File: src/rtl/multicycle_control_unit.sv
// Multi-cycle instruction sequencer: FETCH/DECODE/EXEC/MEM/WB with memory handshake,
// stall, illegal-opcode and memory-timeout traps, and a retired-instruction counter.
module multicycle_control_unit #(
  parameter int OPCODE_WIDTH = 3,
  parameter int MEM_TIMEOUT  = 0,
  parameter int CNT_WIDTH    = 16
) (
  input  logic                    clk,
  input  logic                    reset,
  input  logic [OPCODE_WIDTH-1:0] opcode,
  input  logic                    zero,
  input  logic                    mem_ready,
  input  logic                    stall,
  output logic                    pc_write,
  output logic [1:0]              pc_src,
  output logic                    ir_write,
  output logic                    i_or_d,
  output logic                    mem_read,
  output logic                    mem_write,
  output logic [1:0]              reg_dst,
  output logic [1:0]              mem_to_reg,
  output logic                    reg_write,
  output logic                    alu_src,
  output logic [1:0]              alu_op,
  output logic                    sign_or_zero,
  output logic                    instr_done,
  output logic                    illegal_op,
  output logic                    timeout_err,
  output logic [2:0]              state,
  output logic [CNT_WIDTH-1:0]    instr_count
);

  typedef enum logic [2:0] {
    S_FETCH  = 3'd0,
    S_DECODE = 3'd1,
    S_EXEC   = 3'd2,
    S_MEM    = 3'd3,
    S_WB     = 3'd4,
    S_TRAP   = 3'd5
  } state_t;

  localparam logic [2:0] OP_ADD  = 3'd0;
  localparam logic [2:0] OP_SLI  = 3'd1;
  localparam logic [2:0] OP_J    = 3'd2;
  localparam logic [2:0] OP_JAL  = 3'd3;
  localparam logic [2:0] OP_LW   = 3'd4;
  localparam logic [2:0] OP_SW   = 3'd5;
  localparam logic [2:0] OP_BEQ  = 3'd6;
  localparam logic [2:0] OP_ADDI = 3'd7;

  localparam bit TIMEOUT_EN = (MEM_TIMEOUT > 0);
  localparam int WAIT_W     = (MEM_TIMEOUT > 0) ? $clog2(MEM_TIMEOUT + 1) : 1;

  state_t                 state_q, state_d;
  logic [2:0]             op_q;
  logic [WAIT_W-1:0]      wait_q;
  logic                   illegal_q, timeout_q;
  logic                   set_illegal, set_timeout;
  logic [CNT_WIDTH-1:0]   cnt_q;
  logic                   legal;
  logic                   timeout_hit;

  // Only the low three opcode bits carry meaning; anything above must be zero.
  assign legal       = ((opcode >> 3) == '0);
  assign timeout_hit = TIMEOUT_EN && !mem_ready && (wait_q == WAIT_W'(MEM_TIMEOUT - 1));

  always_comb begin
    // NOTE: every signal gets a default before the case so no path can infer a latch.
    state_d      = state_q;
    set_illegal  = 1'b0;
    set_timeout  = 1'b0;
    pc_write     = 1'b0;
    pc_src       = 2'b00;
    ir_write     = 1'b0;
    i_or_d       = 1'b0;
    mem_read     = 1'b0;
    mem_write    = 1'b0;
    reg_dst      = 2'b00;
    mem_to_reg   = 2'b00;
    reg_write    = 1'b0;
    alu_src      = 1'b0;
    alu_op       = 2'b00;
    sign_or_zero = 1'b1;
    instr_done   = 1'b0;

    case (state_q)
      S_FETCH: begin
        mem_read = 1'b1;
        if (mem_ready) begin
          ir_write = 1'b1;
          pc_write = 1'b1;
          state_d  = S_DECODE;
        end else if (timeout_hit) begin
          state_d     = S_TRAP;
          set_timeout = 1'b1;
        end
      end
      S_DECODE: begin
        if (!legal) begin
          state_d     = S_TRAP;
          set_illegal = 1'b1;
        end else if (opcode[2:0] == OP_J || opcode[2:0] == OP_JAL) begin
          pc_write   = 1'b1;
          pc_src     = 2'b10;
          instr_done = 1'b1;
          state_d    = S_FETCH;
          if (opcode[2:0] == OP_JAL) begin
            reg_write  = 1'b1;
            reg_dst    = 2'b10;
            mem_to_reg = 2'b10;
          end
        end else begin
          state_d = S_EXEC;
        end
      end
      S_EXEC: begin
        case (op_q)
          OP_ADD:  state_d = S_WB;
          OP_SLI: begin
            alu_op       = 2'b10;
            alu_src      = 1'b1;
            sign_or_zero = 1'b0;
            state_d      = S_WB;
          end
          OP_ADDI: begin
            alu_op  = 2'b11;
            alu_src = 1'b1;
            state_d = S_WB;
          end
          OP_LW, OP_SW: begin
            alu_op  = 2'b11;
            alu_src = 1'b1;
            state_d = S_MEM;
          end
          OP_BEQ: begin
            alu_op     = 2'b01;
            pc_src     = 2'b01;
            pc_write   = zero;
            instr_done = 1'b1;
            state_d    = S_FETCH;
          end
          default: state_d = S_FETCH;
        endcase
      end
      S_MEM: begin
        i_or_d    = 1'b1;
        mem_read  = (op_q == OP_LW);
        mem_write = (op_q == OP_SW);
        if (mem_ready) begin
          instr_done = (op_q == OP_SW);
          state_d    = (op_q == OP_SW) ? S_FETCH : S_WB;
        end else if (timeout_hit) begin
          state_d     = S_TRAP;
          set_timeout = 1'b1;
        end
      end
      S_WB: begin
        reg_write  = 1'b1;
        instr_done = 1'b1;
        reg_dst    = (op_q == OP_ADD) ? 2'b01 : 2'b00;
        mem_to_reg = (op_q == OP_LW)  ? 2'b01 : 2'b00;
        state_d    = S_FETCH;
      end
      S_TRAP:  state_d = S_TRAP;
      default: state_d = S_FETCH;
    endcase

    // A stall freezes sequencing and swallows any coincident mem_ready.
    if (stall) begin
      state_d     = state_q;
      set_illegal = 1'b0;
      set_timeout = 1'b0;
      pc_write    = 1'b0;
      ir_write    = 1'b0;
      reg_write   = 1'b0;
      mem_read    = 1'b0;
      mem_write   = 1'b0;
      instr_done  = 1'b0;
    end

    if (!reset) begin
      pc_write     = 1'b0;
      pc_src       = 2'b00;
      ir_write     = 1'b0;
      i_or_d       = 1'b0;
      mem_read     = 1'b0;
      mem_write    = 1'b0;
      reg_dst      = 2'b00;
      mem_to_reg   = 2'b00;
      reg_write    = 1'b0;
      alu_src      = 1'b0;
      alu_op       = 2'b00;
      sign_or_zero = 1'b1;
      instr_done   = 1'b0;
    end
  end

  always_ff @(posedge clk or negedge reset) begin
    if (!reset) begin
      state_q   <= S_FETCH;
      op_q      <= '0;
      wait_q    <= '0;
      illegal_q <= 1'b0;
      timeout_q <= 1'b0;
      cnt_q     <= '0;
    end else begin
      // NOTE: non-blocking assignments so every register samples pre-edge values.
      state_q <= state_d;
      if (!stall && state_q == S_DECODE) op_q <= opcode[2:0];
      if (state_d != state_q) begin
        wait_q <= '0;
      end else if (TIMEOUT_EN && !stall && !mem_ready &&
                   (state_q == S_FETCH || state_q == S_MEM)) begin
        wait_q <= wait_q + WAIT_W'(1);
      end
      if (set_illegal) illegal_q <= 1'b1;
      if (set_timeout) timeout_q <= 1'b1;
      if (instr_done)  cnt_q     <= cnt_q + CNT_WIDTH'(1);
    end
  end

  assign state       = state_q;
  assign illegal_op  = illegal_q;
  assign timeout_err = timeout_q;
  assign instr_count = cnt_q;

endmodule

File: config.mk
export PLATFORM = sky130hd
export DESIGN_NAME = multicycle_control_unit
export DESIGN_NICKNAME = d
export VERILOG_FILES = /design/src/rtl/multicycle_control_unit.sv
export SDC_FILE = /design/constraint.sdc
export NUM_CORES = 1
export LEC_CHECK = 0
export BUFFER_PORTS_ARGS = -buffer_cell sky130_fd_sc_hd__buf_4
export CORE_MARGIN = 4
export CORE_UTILIZATION = 55
export CTS_CLUSTER_SIZE = 12
export DETAILED_ROUTE_END_ITERATION = 10
export GPL_ROUTABILITY_DRIVEN = 0
export GPL_TIMING_DRIVEN = 0
export PLACE_DENSITY = 0.85
export SLEW_MARGIN = 20
export SYNTH_ARGS = -nofsm -noshare
export SYNTH_HDL_FRONTEND = slang
export SYNTH_SLANG_ARGS = --single-unit
File: constraint.sdc
create_clock -name clk -period 2.3 [get_ports clk]
set_input_delay 0.345 -clock clk [delete_from_list [all_inputs] [get_ports clk]]
set_output_delay 0.345 -clock clk [all_outputs]
set_load 0.005 [all_outputs]
# Word level (Yosys, flattened, before mapping)
# Index checks and enable logic that the tools add are counted.
[word_totals]
ff_bits = 22
input_bits = 8
wordCells = 83
output_inout_bits = 38
[classes]
reduce_logical = 10
n_mux = 54
eq_ne = 14
bitwise = 1
add_sub_neg = 1
[op_table]
columns = ["operator", "n"]
rows = [
  ["$mux W1", 32],
  ["$eq A3 B3 Y1 const B", 6],
  ["$mux W2", 9],
  ["$add A16 B1 Y16 const B", 1],
  ["$pmux W3 S5", 1],
  ["$eq A3 B2 Y1 const B", 4],
  ["$pmux W2 S2", 3],
  ["$mux W3", 3],
  ["$eq A3 B1 Y1 const B", 2],
  ["$logic_not A3 Y1", 2],
  ["$pmux W2 S3", 1],
  ["$pmux W3 S2", 1],
  ["$reduce_or A3 Y1", 2],
  ["$ne A2 B2 Y1 const B", 2],
  ["$pmux W1 S2", 2],
  ["$pmux W1 S4", 1],
  ["$reduce_or A4 Y1", 1],
  ["$pmux W1 S3", 1],
  ["$reduce_and A3 Y1", 1],
  ["$reduce_or A2 Y1", 1],
  ["$logic_and A1 B1 Y1", 1],
  ["$logic_not A1 Y1", 1],
  ["$logic_or A1 B1 Y1", 1],
  ["$not A1 Y1", 1],
]

# Longest topological paths before layout
[logic_depth]
ltp_word = 6
mapped_depth = 7
mapped_depth_nobuf = 5

# Least setup slack after synthesis
# OpenSTA, ideal clock, no wires.
[synth_timing]
kind = "register to output"
startpoint = "register state_q[2], in the netlist state[2]"
endpoint = "output pc_src[0]"
path_stages_with_launch = 6
setup_slack_ns = 0.584
t_arrival_ns = 1.371
path_cell_list = "dfrtp_1 -> buf_2 -> nand2b_1 -> nor3b_1 -> and2_1 -> nor2b_1"
[synth_via]
elab_chain_cells = 3
elab_cells_between_ends = 4
classes_between = "eq/ne: 2; mux: 2"
[synth_rtl]
columns = ["item", "line", "text"]
rows = [
  ["start, declared", "54", "state_t state_q, state_d;"],
  ["start signal, assigned", "208", "state_q <= state_d;"],
  ["$eq A3 B2 Y1 / $eq A3 B1 Y1 (equally long branches)", "86", "case (state_q)"],
  ["$pmux W2 S2 *", "86", ""],
  ["$mux W2 *", "181", "if (!reset) begin"],
  ["end, declared", "15", "output logic [1:0] pc_src,"],
]
# Every way passes the cells marked *; elsewhere a longest branch is shown, timed or not.

# Worst setup path after layout
[layout_timing]
startpoint = "register op_q[0]"
endpoint = "output pc_write"
[layout_via]
elab_chain_cells = 5
[layout_rtl]
columns = ["item", "line", "text"]
rows = [
  ["start, declared", "55", "logic [2:0] op_q;"],
  ["start signal, assigned", "209", "if (!stall && state_q == S_DECODE) op_q <= opcode[2:0];"],
  ["$eq A3 B3 Y1", "117", "case (op_q)"],
  ["$mux W1", "117", ""],
  ["$pmux W1 S3", "86", ""],
  ["$mux W1", "169", "if (stall) begin"],
  ["$mux W1", "181", ""],
  ["end, declared", "14", "output logic pc_write,"],
]
# Every way passes these cells.

==> metrics.yaml <==
floorplanning:
  die_y_um: 60.4
  ios: 46
  core-area_sq_um: 2540
  start_util: 0.593
  rows: 18
  chipWidth_um: 60.4
  dieArea_sq_um: 3650
final_layout:
  fillers: 179
  fin_util: 0.777
  final_nets: 215
  regArea_sq_um: 552
  area_delta_synth_final_pct: 31.0
  drive_above_1_share: 0.376
  multi_input_area_sq_um: 890
  diodes: 0
job:
  max-cap-violations: 0
sta:
  setup-violations-final: 0
  worst_pin_slew_ns: 0.985
  worst_clock_skew_ns: 0.00253
  grt_setup_unrepaired: "yes"
  fin_ws_ns: 0.0983
  hold_viol: 0
  finalCritPeriodShare: 0.957
  layout_min_cycle_time_ns: 2.20
  max_slew_margin: 0.341
  max_freq_mhz: 454
  slew_viol_final: 0
setup_path:
  crit_path_end_kind: "primary output"
  worst-r2r-cell-count: 5
  worst_ep_required_time_ns: 1.96
  ff2ff_setup_slack_ns: 0.50
  crit_type: "reg2out"
  startpoint: "op_q[0]$_DFFE_PN0P_"
  critPathLaunchType: "register"
  r2r-end: "instr_count[1]$_DFFE_PN0P_"
  r2r_start: "state[2]$_DFFE_PN0P_"
  path_max_fanout: 7
  crit_arrival_ns: 1.86
clock_network:
  cts_buffer_depth: 2
  clock-root-buffer: "clkbuf_4"
  clock_latency_ns: 0.31
  clkSlewWorstSetupHoldPaths_ns: 0.13
  numClockSinks: 22
  cts_tree: "built"
  cts_inserted_buffers: 3
  htree_levels: 1
synthesis:
  synthTopCellsByArea: "dfrtp_1 36%, xor2_1 8.7%, a311oi_2 6.0%"
  synthCells: 154
  yosys.area.top_type: "dfrtp_1"
  ys.flop_type: "dfrtp_1"
  synth_seq_cells: 22
  yosysTopAreaCellShare: 0.365
  avgSynthCellArea_sq_um: 9.81
  ys_types: 47
  yosys_warnings: 0
  syn_area_sq_um: 1510
  async_flop_share: 1.00
  yosysSeqAreaShare: 0.365
  synth_edf_count: 0
route:
  wire_per_inst_um: 16.3
  post-route-drc-count: 0
  routed_via_density: 6.02
  ant_nets: 0
  routed_wl_um: 3840
  drtPass1Iterations: 4
  drt_iter0_drc: 118
  vias: 1414
min_path:
  min_path_cells: 2
  holdPathEnd: "op_q[0]$_DFFE_PN0P_"
  hold_path_class: "in2reg"
  worstHoldStart: "opcode[0]"
grt:
  grt_pass1_vias: 1286
  grt_overflow: 0
  track_usage: 0.224
  antenna_found_initial: 0
  grt_pass1_wl_um: 6230
  grt_start_max_net_pins: 23
pwr:
  p_leak_nw: 0.947
  max-vdd-ir-drop_uv: 804
  p_per_area_nw_per_um2: 839
placement:
  dp_slack_ns: 0.253
  io_buffer_count: 43
  hpwl_um: 2740
status:
  run_status: "finished clean"
==> worst max path at each step <==
| stage | endpoint | slack, ns | cells past startpoint |
|---|---|---|---|
| 6_report | pc_write | 0.1 | 6 |
| 5_1_grt | instr_done | -0.006 | 5 |
| 4_1_cts | pc_write | 0.03 | 6 |
| 3_5_place_dp | pc_src[0] | 0.25 | 6 |
| 3_3_place_gp | pc_src[0] | 0.30 | 6 |
| 2_1_floorplan | pc_src[0] | 0.58 | 5 |
==> cell usage in the layout, fill, tap and decap left out, drive strengths merged, types with 3 or more instances in the layout <==
| cell type | synthesis | routed |
|---|---|---|
| and2 | 4 | 4 |
| nand4 | 8 | 8 |
| a21oi | 3 | 3 |
| buf | 10 | 54 |
| nor2b | 9 | 9 |
| a31oi | 6 | 6 |
| o21ai | 3 | 3 |
| nand2b | 5 | 5 |
| nor3b | 3 | 3 |
| nor3 | 4 | 4 |
| dfrtp | 22 | 22 |
| nand2 | 11 | 11 |
| and3 | 3 | 3 |
| mux2 | 4 | 4 |
| a311oi | 10 | 10 |
| nand3 | 5 | 5 |
| clkbuf | 5 | 9 |
| xor2 | 15 | 15 |
| nor2 | 3 | 3 |
==> critical path: stages, from the launching register on <==
cell and delay (ns):
dfrtp_2 0.46, nand2b_1 0.19, nand4bb_1 0.19, buf_2 0.18
o32a_1 0.30, nor3_2 0.10, buf_4 0.13
==> Yosys cell counts, types with 4 or more instances <==
library cell   n
dfrtp_1       22
xor2_1        15
nand2_1       11
nor2b_1        9
nand4_1        7
a311oi_2       6
a31oi_1        5
clkbuf_1       5
nand2b_1       5
nand3_1        5
a311oi_1       4
and2_1         4
buf_2          4
mux2_1         4
nor3_1         4
==> layout make-up <==
class                      count  share of cell area
buffer                        15              0.0462
clock buffer                   3              0.0114
clock inverter                 1              0.0152
inverter                       2             0.00380
sequential                    22               0.279
tap                           30              0.0190
timing repair buffer          46               0.176
multi-input combinational    116               0.450
==> logic make-up after synthesis <==
kind of cell | count (synthesis) | synth area share
other | 1 | 0.00248
XOR/XNOR | 15 | 0.0870
multiplexers | 5 | 0.0365
AO/OA/AOI/OAI | 29 | 0.173
AND/OR/NAND/NOR | 64 | 0.265
buffers and inverters | 17 | 0.0630
adder cells (fa/ha/maj) | 1 | 0.00828
flip-flops | 22 | 0.365
==> sequential cells by signal (all words and copies together), names as in the netlist <==
signal       flops
state            3
instr_count     16
op_q             3
==> power by group <==
part | internal (mW) | switching (mW)
logic | 0.377 | 0.414
clock network | 0.176 | 0.127
registers | 0.470 | 0.0960
total | 1.02 | 0.637
==> timing repair <==
| item | in CTS | in global routing |
|---|---|---|
| pin swaps | 0 | 1 |
| setup buffers | 0 | 2 |
| resized for setup | 1 | 9 |
| endpoints found under the setup margin | 1 | 3 |
| hold buffers | 1 | 0 |
| endpoints found under the hold margin | 22 | 0 |
==> through the flow <==
stage,std cells,setup TNS (ns),hold WS (ns),total power [mW],cell area (sq um)
CTS,233,0,0.256,1.60,1940
detailed placement,228,0,0.263,1.29,1870
finish,235,0,0.253,1.66,1980
floorplan,155,0,0.0494,1.03,1510
global placement,228,0,0.261,1.26,1870
global route,235,-0.00594,0.250,1.77,1980
==> metal layers <==
metal | share of wire | global-route usage | vias to the layer above
li1 | - | - | 661
met1 | 0.42 | 0.327 | 689
met2 | 0.49 | 0.344 | 60
met3 | 0.081 | 0.0383 | 4
met4 | 0.0089 | 0.0601 | 0
met5 | 0 | 0 | -
Note: power is estimated with default switching activity, not from simulation.
